`src/rtl/diad_trace_tx_pkg.sv`:
```
// ----------------------------------------------------------------------------
// diad_trace_tx_pkg : shared trace frame constants and serializer states
// Rev 1.0
// ----------------------------------------------------------------------------
`default_nettype none

package diad_trace_tx_pkg;

  localparam logic [7:0] TRACE_SYNC        = 8'hA5;
  localparam int         TRACE_FRAME_BYTES = 12;
  localparam int         TRACE_FRAME_W     = TRACE_FRAME_BYTES * 8;
  localparam logic [3:0] TRACE_NO_GP       = 4'hF;

  typedef enum logic [0:0] {
    ST_IDLE = 1'b0,
    ST_SEND = 1'b1
  } tx_state_e;

endpackage

`default_nettype wire

```
`src/rtl/diad_trace_tx_fifo.sv`:
```
// ----------------------------------------------------------------------------
// diad_trace_tx_fifo : synchronous record FIFO, head visible on o_rdata
// Rev 1.0
// ----------------------------------------------------------------------------
`default_nettype none

module diad_trace_tx_fifo #(
  parameter int WIDTH = 8,
  parameter int DEPTH = 8
) (
  input  logic                     i_clk,
  input  logic                     i_rst_n,
  input  logic                     i_push,
  input  logic                     i_pop,
  input  logic [WIDTH-1:0]         i_wdata,
  output logic [WIDTH-1:0]         o_rdata,
  output logic                     o_full,
  output logic                     o_empty,
  output logic [$clog2(DEPTH):0]   o_count
);

  localparam int AW    = $clog2(DEPTH);
  localparam int CNT_W = AW + 1;

  logic [WIDTH-1:0] r_mem [DEPTH];
  logic [AW-1:0]    r_wr_ptr;
  logic [AW-1:0]    r_rd_ptr;
  logic [CNT_W-1:0] r_count;
  logic             w_do_push;
  logic             w_do_pop;

  assign o_full    = (r_count == CNT_W'(DEPTH));
  assign o_empty   = (r_count == '0);
  assign o_count   = r_count;
  assign o_rdata   = r_mem[r_rd_ptr];
  // A full FIFO still takes a push when the head leaves on the same edge.
  assign w_do_pop  = i_pop && !o_empty;
  assign w_do_push = i_push && (!o_full || w_do_pop);

  always_ff @(posedge i_clk or negedge i_rst_n) begin
    if (!i_rst_n) begin
      r_wr_ptr <= '0;
      r_rd_ptr <= '0;
      r_count  <= '0;
    end else begin
      if (w_do_push) r_wr_ptr <= r_wr_ptr + 1'b1;
      if (w_do_pop)  r_rd_ptr <= r_rd_ptr + 1'b1;
      case ({w_do_push, w_do_pop})
        2'b10:   r_count <= r_count + 1'b1;
        2'b01:   r_count <= r_count - 1'b1;
        default: r_count <= r_count;
      endcase
    end
  end

  always_ff @(posedge i_clk) begin
    if (w_do_push) r_mem[r_wr_ptr] <= i_wdata;
  end

endmodule

`default_nettype wire

```
`src/rtl/diad_trace_tx.sv`:
```
// ----------------------------------------------------------------------------
// diad_trace_tx : WB retirement capture, record FIFO and 12-byte frame serializer
// Rev 1.0
// ----------------------------------------------------------------------------
`default_nettype none

module diad_trace_tx
  import diad_trace_tx_pkg::*;
#(
  parameter int DEPTH   = 8,
  parameter int PC_W    = 24,
  parameter int INSTR_W = 24,
  parameter int DATA_W  = 24
) (
  input  logic               iw_clk,
  input  logic               iw_rst_n,
  input  logic               iw_en,
  input  logic               iw_wb_valid,
  input  logic [PC_W-1:0]    iw_wb_pc,
  input  logic [INSTR_W-1:0] iw_wb_instr,
  input  logic [3:0]         iw_wb_tgt_gp,
  input  logic [DATA_W-1:0]  iw_wb_result,
  output logic [7:0]         ow_tx_data,
  output logic               ow_tx_valid,
  input  logic               iw_tx_ready,
  output logic [7:0]         ow_drop_cnt,
  output logic               ow_busy
);

  localparam int RES_LSB = 0;
  localparam int TGT_LSB = DATA_W;
  localparam int INS_LSB = TGT_LSB + 4;
  localparam int PC_LSB  = INS_LSB + INSTR_W;
  localparam int SEQ_LSB = PC_LSB + PC_W;
  localparam int REC_W   = SEQ_LSB + 8;

  tx_state_e                r_state;
  logic [TRACE_FRAME_W-1:0] r_shift;
  logic [3:0]               r_idx;
  logic [7:0]               r_seq;
  logic [7:0]               r_drop_cnt;

  logic                     w_offer;
  logic                     w_hs;
  logic                     w_last;
  logic                     w_pop;
  logic                     w_push;
  logic                     w_full;
  logic                     w_empty;
  logic [$clog2(DEPTH):0]   w_count;
  logic [REC_W-1:0]         w_rec_in;
  logic [REC_W-1:0]         w_rec_out;
  logic [TRACE_FRAME_W-1:0] w_frame;

  assign w_offer  = iw_en & iw_wb_valid;
  assign w_hs     = (r_state == ST_SEND) && iw_tx_ready;
  assign w_last   = (r_idx == 4'(TRACE_FRAME_BYTES - 1));
  assign w_pop    = !w_empty && ((r_state == ST_IDLE) || (w_hs && w_last));
  assign w_push   = w_offer && (!w_full || w_pop);
  assign w_rec_in = {r_seq, iw_wb_pc, iw_wb_instr, iw_wb_tgt_gp, iw_wb_result};

  diad_trace_tx_fifo #(
    .WIDTH (REC_W),
    .DEPTH (DEPTH)
  ) u_fifo (
    .i_clk   (iw_clk),
    .i_rst_n (iw_rst_n),
    .i_push  (w_push),
    .i_pop   (w_pop),
    .i_wdata (w_rec_in),
    .o_rdata (w_rec_out),
    .o_full  (w_full),
    .o_empty (w_empty),
    .o_count (w_count)
  );

  // Fields are zero-extended to fixed 24-bit slots so the frame layout never moves.
  assign w_frame = {TRACE_SYNC,
                    w_rec_out[SEQ_LSB +: 8],
                    24'(w_rec_out[PC_LSB  +: PC_W]),
                    24'(w_rec_out[INS_LSB +: INSTR_W]),
                    4'h0, w_rec_out[TGT_LSB +: 4],
                    24'(w_rec_out[RES_LSB +: DATA_W])};

  always_ff @(posedge iw_clk or negedge iw_rst_n) begin
    if (!iw_rst_n) begin
      r_state    <= ST_IDLE;
      r_shift    <= '0;
      r_idx      <= '0;
      r_seq      <= '0;
      r_drop_cnt <= '0;
    end else begin
      if (w_push) begin
        r_seq <= r_seq + 8'd1;
      end else if (w_offer && (r_drop_cnt != 8'hFF)) begin
        r_drop_cnt <= r_drop_cnt + 8'd1;
      end

      case (r_state)
        ST_IDLE: begin
          if (w_pop) begin
            r_shift <= w_frame;
            r_idx   <= '0;
            r_state <= ST_SEND;
          end
        end
        ST_SEND: begin
          if (w_hs) begin
            if (w_last && w_pop) begin
              r_shift <= w_frame;
              r_idx   <= '0;
            end else if (w_last) begin
              r_shift <= {r_shift[TRACE_FRAME_W-9:0], 8'h00};
              r_idx   <= '0;
              r_state <= ST_IDLE;
            end else begin
              r_shift <= {r_shift[TRACE_FRAME_W-9:0], 8'h00};
              r_idx   <= r_idx + 4'd1;
            end
          end
        end
        default: r_state <= ST_IDLE;
      endcase
    end
  end

  assign ow_tx_data  = r_shift[TRACE_FRAME_W-1 -: 8];
  assign ow_tx_valid = (r_state == ST_SEND);
  assign ow_drop_cnt = r_drop_cnt;
  assign ow_busy     = (w_count != '0) || (r_state == ST_SEND);

endmodule

`default_nettype wire

```
`config.mk`:
```
export PLATFORM = sky130hd
export DESIGN_NAME = diad_trace_tx
export DESIGN_NICKNAME = d
export VERILOG_FILES = /design/src/rtl/diad_trace_tx_pkg.sv /design/src/rtl/diad_trace_tx_fifo.sv /design/src/rtl/diad_trace_tx.sv
export SDC_FILE = /design/constraint.sdc
export NUM_CORES = 1
export LEC_CHECK = 0
export BUFFER_PORTS_ARGS = -buffer_cell sky130_fd_sc_hd__buf_4
export CAP_MARGIN = 20
export CORE_MARGIN = 4
export CORE_UTILIZATION = 56
export DETAILED_ROUTE_END_ITERATION = 12
export GPL_TIMING_DRIVEN = 0
export PLACE_DENSITY = 0.76
export SETUP_SLACK_MARGIN = 0.2
export SKIP_LAST_GASP = 1
export SYNTH_ARGS = -nofsm -noshare
export SYNTH_HDL_FRONTEND = slang
export SYNTH_HIERARCHICAL = 1
export SYNTH_SLANG_ARGS = --single-unit
```
`constraint.sdc`:
```
create_clock -name iw_clk -period 8.7 [get_ports iw_clk]
set_clock_uncertainty 0.1 [all_clocks]
set_input_delay 1.74 -clock iw_clk [delete_from_list [all_inputs] [get_ports iw_clk]]
set_output_delay 1.74 -clock iw_clk [all_outputs]
set_load 0.02 [all_outputs]
```
======== Yosys cells after proc, flatten, opt, wreduce, memory -nomap -nowiden ========
Memories as Yosys holds them, arrays and structs flattened.
Cells that the tools add are included.
Widths: inputs -> output; s select.
word-level totals
  memories ................................ 1
  logic and storage cells ................. 62
  bits in writable memories ............... 672
  output and inout bits ................... 18
  input bits .............................. 81
  bits in registers ....................... 127
memories
  name          depth  bits a word  rd ports  clocked after memory_dff  write ports  line                      source
  u_fifo.r_mem  8      84           1         0                         1            diad_trace_tx_fifo.sv:25  logic [WIDTH-1:0] r_mem [DEPTH];
operators by class
  muxes and demuxes ....................... 17
  reductions and logical operators ........ 19
  bitwise logic cells ..................... 3
  equal/unequal tests ..................... 7
  $add $sub $neg .......................... 7
operators by type and width
  operator             number
  $mux 96              3
  $pmux 96 s2          1
  $add 8x1->8 const B  2
  $mux 4               4
  $pmux 4 s2           2
  $add 4x1->4 const B  2
  $eq 4x4->1 const B   2
  $logic_and 1x1->1    8
  $ne 8x8->1 const B   1
  $add 3x1->3 const B  2
  $mux 1               6
  $logic_not 4->1      1
  $logic_or 1x1->1     4
  $ne 2x1->1 const B   2
  $reduce_and 2->1     2
  $reduce_bool 4->1    1
  $sub 4x1->4 const B  1
  $eq 2x1->1 const B   1
  $eq 2x2->1 const B   1
  $logic_not 1->1      2
  $not 1->1            2
  $pmux 1 s2           1
  $reduce_bool 2->1    1
  $and 1x1->1          1

======== Logic depth before layout (Yosys ltp) ========
  depth in word-level cells ............... 9
  depth in mapped cells ................... 13
  depth with buffers taken out ............ 12

======== Cells and area by module ========
The synthesis kept the hierarchy.
modules (own cells, without submodules)
  module              sequential area each (sq um)  area an instance (sq um)  cells an instance  times used
  diad_trace_tx_fifo  20,429.6                      25,912.4                  1,037              1
  diad_trace_tx       2,927.8                       5,357.6                   523                1

======== Least setup slack after synthesis ========
OpenSTA, ideal clock, no wires.
  path type ............................... in2reg
  from .................................... input iw_tx_ready
  to ...................................... memory u_fifo/r_mem[0][0] (netlist name) (enable)
  path slack .............................. -0.607 ns
  arrival time ............................ 8.577 ns
  required time ........................... 7.971 ns
  buffers on the path ..................... 0
  setup time .............................. 0.629 ns
  stages on the path ...................... 6
  cell sequence ........................... nand4b_2 > a221o_1 > inv_1 > o21a_1 > nand2b_1 > nor3_1
between the ends
  cells in the longest elaborated chain, start to end .. 9
  elaborated cells between the ends (all ways) .. 11
  classes of those cells .................. mux (2); reduce/logical (9)
ends and longest elaborated chain
  item                          line                      source
  start, declared               diad_trace_tx.sv:25       input logic iw_tx_ready,
  $logic_and 1x1->1             diad_trace_tx.sv:56       assign w_hs = (r_state == ST_SEND) && iw_tx_ready;
  $logic_and 1x1->1             diad_trace_tx.sv:58       assign w_pop = !w_empty && ((r_state == ST_IDLE) || (w_hs && w_last));
  $logic_or 1x1->1              diad_trace_tx.sv:58
  $logic_and 1x1->1             diad_trace_tx.sv:58
  $logic_or 1x1->1              diad_trace_tx.sv:59       assign w_push = w_offer && (!w_full || w_pop);
  $logic_and 1x1->1             diad_trace_tx.sv:59
  net w_push                    diad_trace_tx.sv:47       logic w_push;
  $logic_and 1x1->1             diad_trace_tx_fifo.sv:38  assign w_do_push = i_push && (!o_full || w_do_pop);
  $mux 1                        diad_trace_tx_fifo.sv:57  if (w_do_push) r_mem[r_wr_ptr] <= i_wdata;
  $mux 1 (not written as such)  diad_trace_tx_fifo.sv:57
  end, declared                 diad_trace_tx_fifo.sv:25
The timed path passes the listed nets, and every way through them passes these cells.

======== Worst setup path in the final report ========
  from .................................... input iw_tx_ready
  to ...................................... memory u_fifo/r_mem[7][36] (netlist name) (enable)
Same word-level chain as after synthesis.

==> flow_summary_export.csv <==
group,metric,value,unit
sta,fin_crit,4570,ps
clock_network,cts_tree,"yes",
power_and_ir_drop,swShare,27.1,%
critical_path,slowest_stage,"nor2_4",
yosys,synthTopCellsByArea,"edfxtp_1 65%, mux4_2 11%, dfrtp_1 10%",
power_and_ir_drop,p_comb_share,23.2,%
placement,place_hpwl,41600,um
finish,final_cell_mix,"672 x edfxtp_1, 153 x mux4_2, 127 x nand2_1, 127 x dfrtp_1, 110 x buf_4",
critical_path,cp_data_required_time,8910,ps
critical_path,slowest_delay,680,ps
drt,drc,0,
drt,via_per_inst,5.95,
grt,grt_antenna_before_repair,3,
power_and_ir_drop,pwr-share-clk,30.4,%
critical_path,cp_max_fo,18,
worst_hold_path,worstHoldStart,"r_shift[6]$_DFFE_PN0P_",
yosys,syn_area_per_cell,20.0,um2
run_status,outcome,"finished clean",
finish,regArea,23400,um2
yosys,synth_area_leader_cell,"edfxtp_1",
critical_path,crit_path_end_kind,"register",
worst_hold_path,hold_depth,2,
critical_path,crit_path_start_kind,"input pin",
yosys,synth_cell_types,45,
finish,finalInstanceArea,36200,um2
drt,drt_iter0_drc,1507,
sta,slew_headroom,33.5,%
power_and_ir_drop,switchingPower,2.81,mW
clock_network,cts_setup_buffers,0,
critical_path,worstRegToRegCells,12,
clock_network,path_clk_slew,60,ps
finish,syn_to_final_growth,15.8,%
finish,final_common_cell,"edfxtp_1",
critical_path,timing.rr.start,"u_fifo/o_count[0]$_DFFE_PN0P_",
drt,wl_per_cell,25.1,um
finish,multi_input_area,7410,um2
clock_network,cts_buffer_depth,3,
sta,tightest_slew,997,ps
die,start_util,56.6,%
sta,rsz0062_at_grt,"false",
power_and_ir_drop,p_seq_share,46.4,%
critical_path,critical_path_class,"input pin to register",
die,io_pins,99,
finish,layout.nets,1860,
sta,finalHoldViolCount,0,
sta,finalCritPeriodShare,52.5,%
sta,max_freq,219,MHz
yosys,synthesis.nets,1649,
die,die_w,244,um
critical_path,cp_top_family,"simple AND/OR/NAND/NOR gates",
power_and_ir_drop,powerDensity,286,nW/um2
job,cap_violations,0,
sta,final-max-slew-violation-count,0,
clock_network,cts.sinks,799,
finish,nFillCells,3511,
yosys,synth-seq-cells,799,
clock_network,insertion_delay,610,ps
power_and_ir_drop,p_int,7.55,mW
finish,layout-drive-gt1-share,30.4,%
yosys,yosysSeqAreaShare,74.7,%
clock_network,cts-root-buf,"clkbuf_16",
critical_path,critPathBufInv,5,
clock_network,cts-resized-gates,0,
clock_network,htree_levels,3,
drt,ant_nets,0,
critical_path,crit_chain,"buf_4, nand4b_2, a221o_1, inv_1, o21a_1, nand2_1, nor2_4, buf_16, buf_12, buf_16",
yosys,syn_inst,1560,
sta,worst_slack,4130,ps
die,die_height,244,um
critical_path,crit_path_start,"iw_tx_ready",
grt,globalRouteOverflowTotal,0,
die,coreArea,55200,um2
yosys,synth_top_area_share,64.5,%
clock_network,numCtsBuffers,76,
placement,dp_slack,3540,ps
placement,io_buffers,98,
yosys,syn_area,31300,um2
placement,place_area,33800,um2
grt,track_usage,22.3,%
grt,grt_pass1_wl,99500,um
yosys,yosys_warnings,6,
clock_network,cts_hold_buf,0,
drt,vias,15400,
grt,grt_pass1_vias,16200,
power_and_ir_drop,ir_drop,0.144,mV
worst_hold_path,hold_class,"register to register",
die,rows,86,
die,die_area,59700,um2
critical_path,cp_num_cells,10,
drt,dr.pass1.iters,5,
grt,grt_max_degree,65,
drt,wl,64800,um
sta,finalSetupViolCount,0,
critical_path,crit_arrival,4780,ps
power_and_ir_drop,leakage,12.2,nW
placement,gp_congestion,0.772,
critical_path,cp_common_cell,"buf_16",
[worst min-delay path, delay by kind of cell (launching register included)]
family        cells  cell delay (ps)
flops             1              350
simple gates      2              100
[worst paths after layout]
path | end | slack [ps]
max reg2reg | u_fifo/r_mem[7][36]$_DFFE_PP_ | 4500
max in group asynchronous | r_shift[2]$_DFFE_PN0P_ | 6740
min in group asynchronous | ow_drop_cnt[6]$_DFFE_PN0P_ | 1020
min | r_shift[6]$_DFFE_PN0P_ | 380
max | u_fifo/r_mem[7][36]$_DFFE_PP_ | 4130
min reg2reg | r_shift[6]$_DFFE_PN0P_ | 380
[cell families (layout without fill, tap and decap cells)]
logic type               after synthesis  count (layout)  synth area share [%]
AO/OA/AOI/OAI                        101             101                  1.72
XOR/XNOR                              23              23                 0.644
adder cells (fa/ha/maj)                8               8                 0.344
buffers and inverters                 96             368                  1.83
flip-flops                           799             799                  74.7
multiplexers                         336             336                  18.0
other                                  0               2                     0
AND/OR/NAND/NOR                      197             197                  2.74
[cell type report]
| class | count | share of cell area [%] |
|---|---|---|
| sequential | 799 | 64.5 |
| multi-input combinational | 665 | 20.5 |
| clock buffer | 98 | 5.62 |
| timing repair buffer | 133 | 4.26 |
| tap | 748 | 2.59 |
| buffer | 89 | 1.51 |
| clock inverter | 41 | 0.950 |
| inverter | 7 | 0.0726 |
| antenna | 2 | 0.0138 |
[power groups by stage]
stage / Clock [mW] / Sequential [mW] / Combinational (mW)
after global routing: 3.38 / 4.84 / 2.58
after CTS: 3.21 / 4.80 / 2.43
after detailed placement: 0 / 4.87 / 2.41
after floorplan: 0 / 4.84 / 1.62
final: 3.15 / 4.80 / 2.41
after global placement: 0 / 4.91 / 2.25
[synth_stat cells (all sizes together)]
| cell | instances |
|---|---|
| mux4 | 168 |
| o21ai | 89 |
| mux2 | 90 |
| o21a | 1 |
| nand3 | 15 |
| nor3 | 10 |
| and3 | 1 |
| a21oi | 4 |
| nand4 | 3 |
| and2 | 1 |
| o31ai | 1 |
| a211o | 1 |
| nor2b | 1 |
| nand2b | 4 |
| nand2 | 127 |
| fa | 1 |
| nor3b | 2 |
| ha | 7 |
| nor4b | 2 |
| inv | 7 |
| xor2 | 13 |
| nor2 | 20 |
| xnor2 | 10 |
| dfrtp | 127 |
| nand4b | 1 |
| a22o | 2 |
| a31oi | 1 |
| a221o | 1 |
| o22ai | 1 |
| nor4 | 3 |
| buf | 60 |
| nand3b | 2 |
| or2 | 3 |
| or3 | 2 |
| edfxtp | 672 |
| mux2i | 78 |
| clkbuf | 29 |
[sequential cells by signal (all words and copies together) (netlist names)]
| register | count |
|---|---|
| ow_tx_valid | 1 |
| u_fifo/r_mem | 672 |
| r_idx | 4 |
| r_shift | 96 |
| r_seq | 8 |
| u_fifo/o_count | 4 |
| u_fifo/r_wr_ptr | 3 |
| ow_drop_cnt | 8 |
| u_fifo/r_rd_ptr | 3 |
[routing by layer]
| layer | wire length [um] | vias up | track usage [%] | part of all wire (%) |
|---|---|---|---|---|
| li1 | - | 6673 | - | - |
| met1 | 26500 | 8073 | 30.8 | 41 |
| met2 | 32600 | 477 | 36.6 | 50 |
| met3 | 3980 | 136 | 4.05 | 6.1 |
| met4 | 1830 | 2 | 7.29 | 2.8 |
| met5 | 10 | - | 0 | 0.015 |
[metrics by stage]
step,hold slack (ps),std cells,TNS (ps),total power [mW],util (%)
floorplan,338,1560,0,6.46,-
global placement,355,2406,-1326600,7.16,59.7
detailed placement,364,2441,0,7.28,61.3
CTS,377,2580,0,10.4,65.6
global route,406,2580,0,10.8,65.6
finish,376,2582,0,10.4,65.6
No activity file was read; power rests on OpenSTA's default activity.
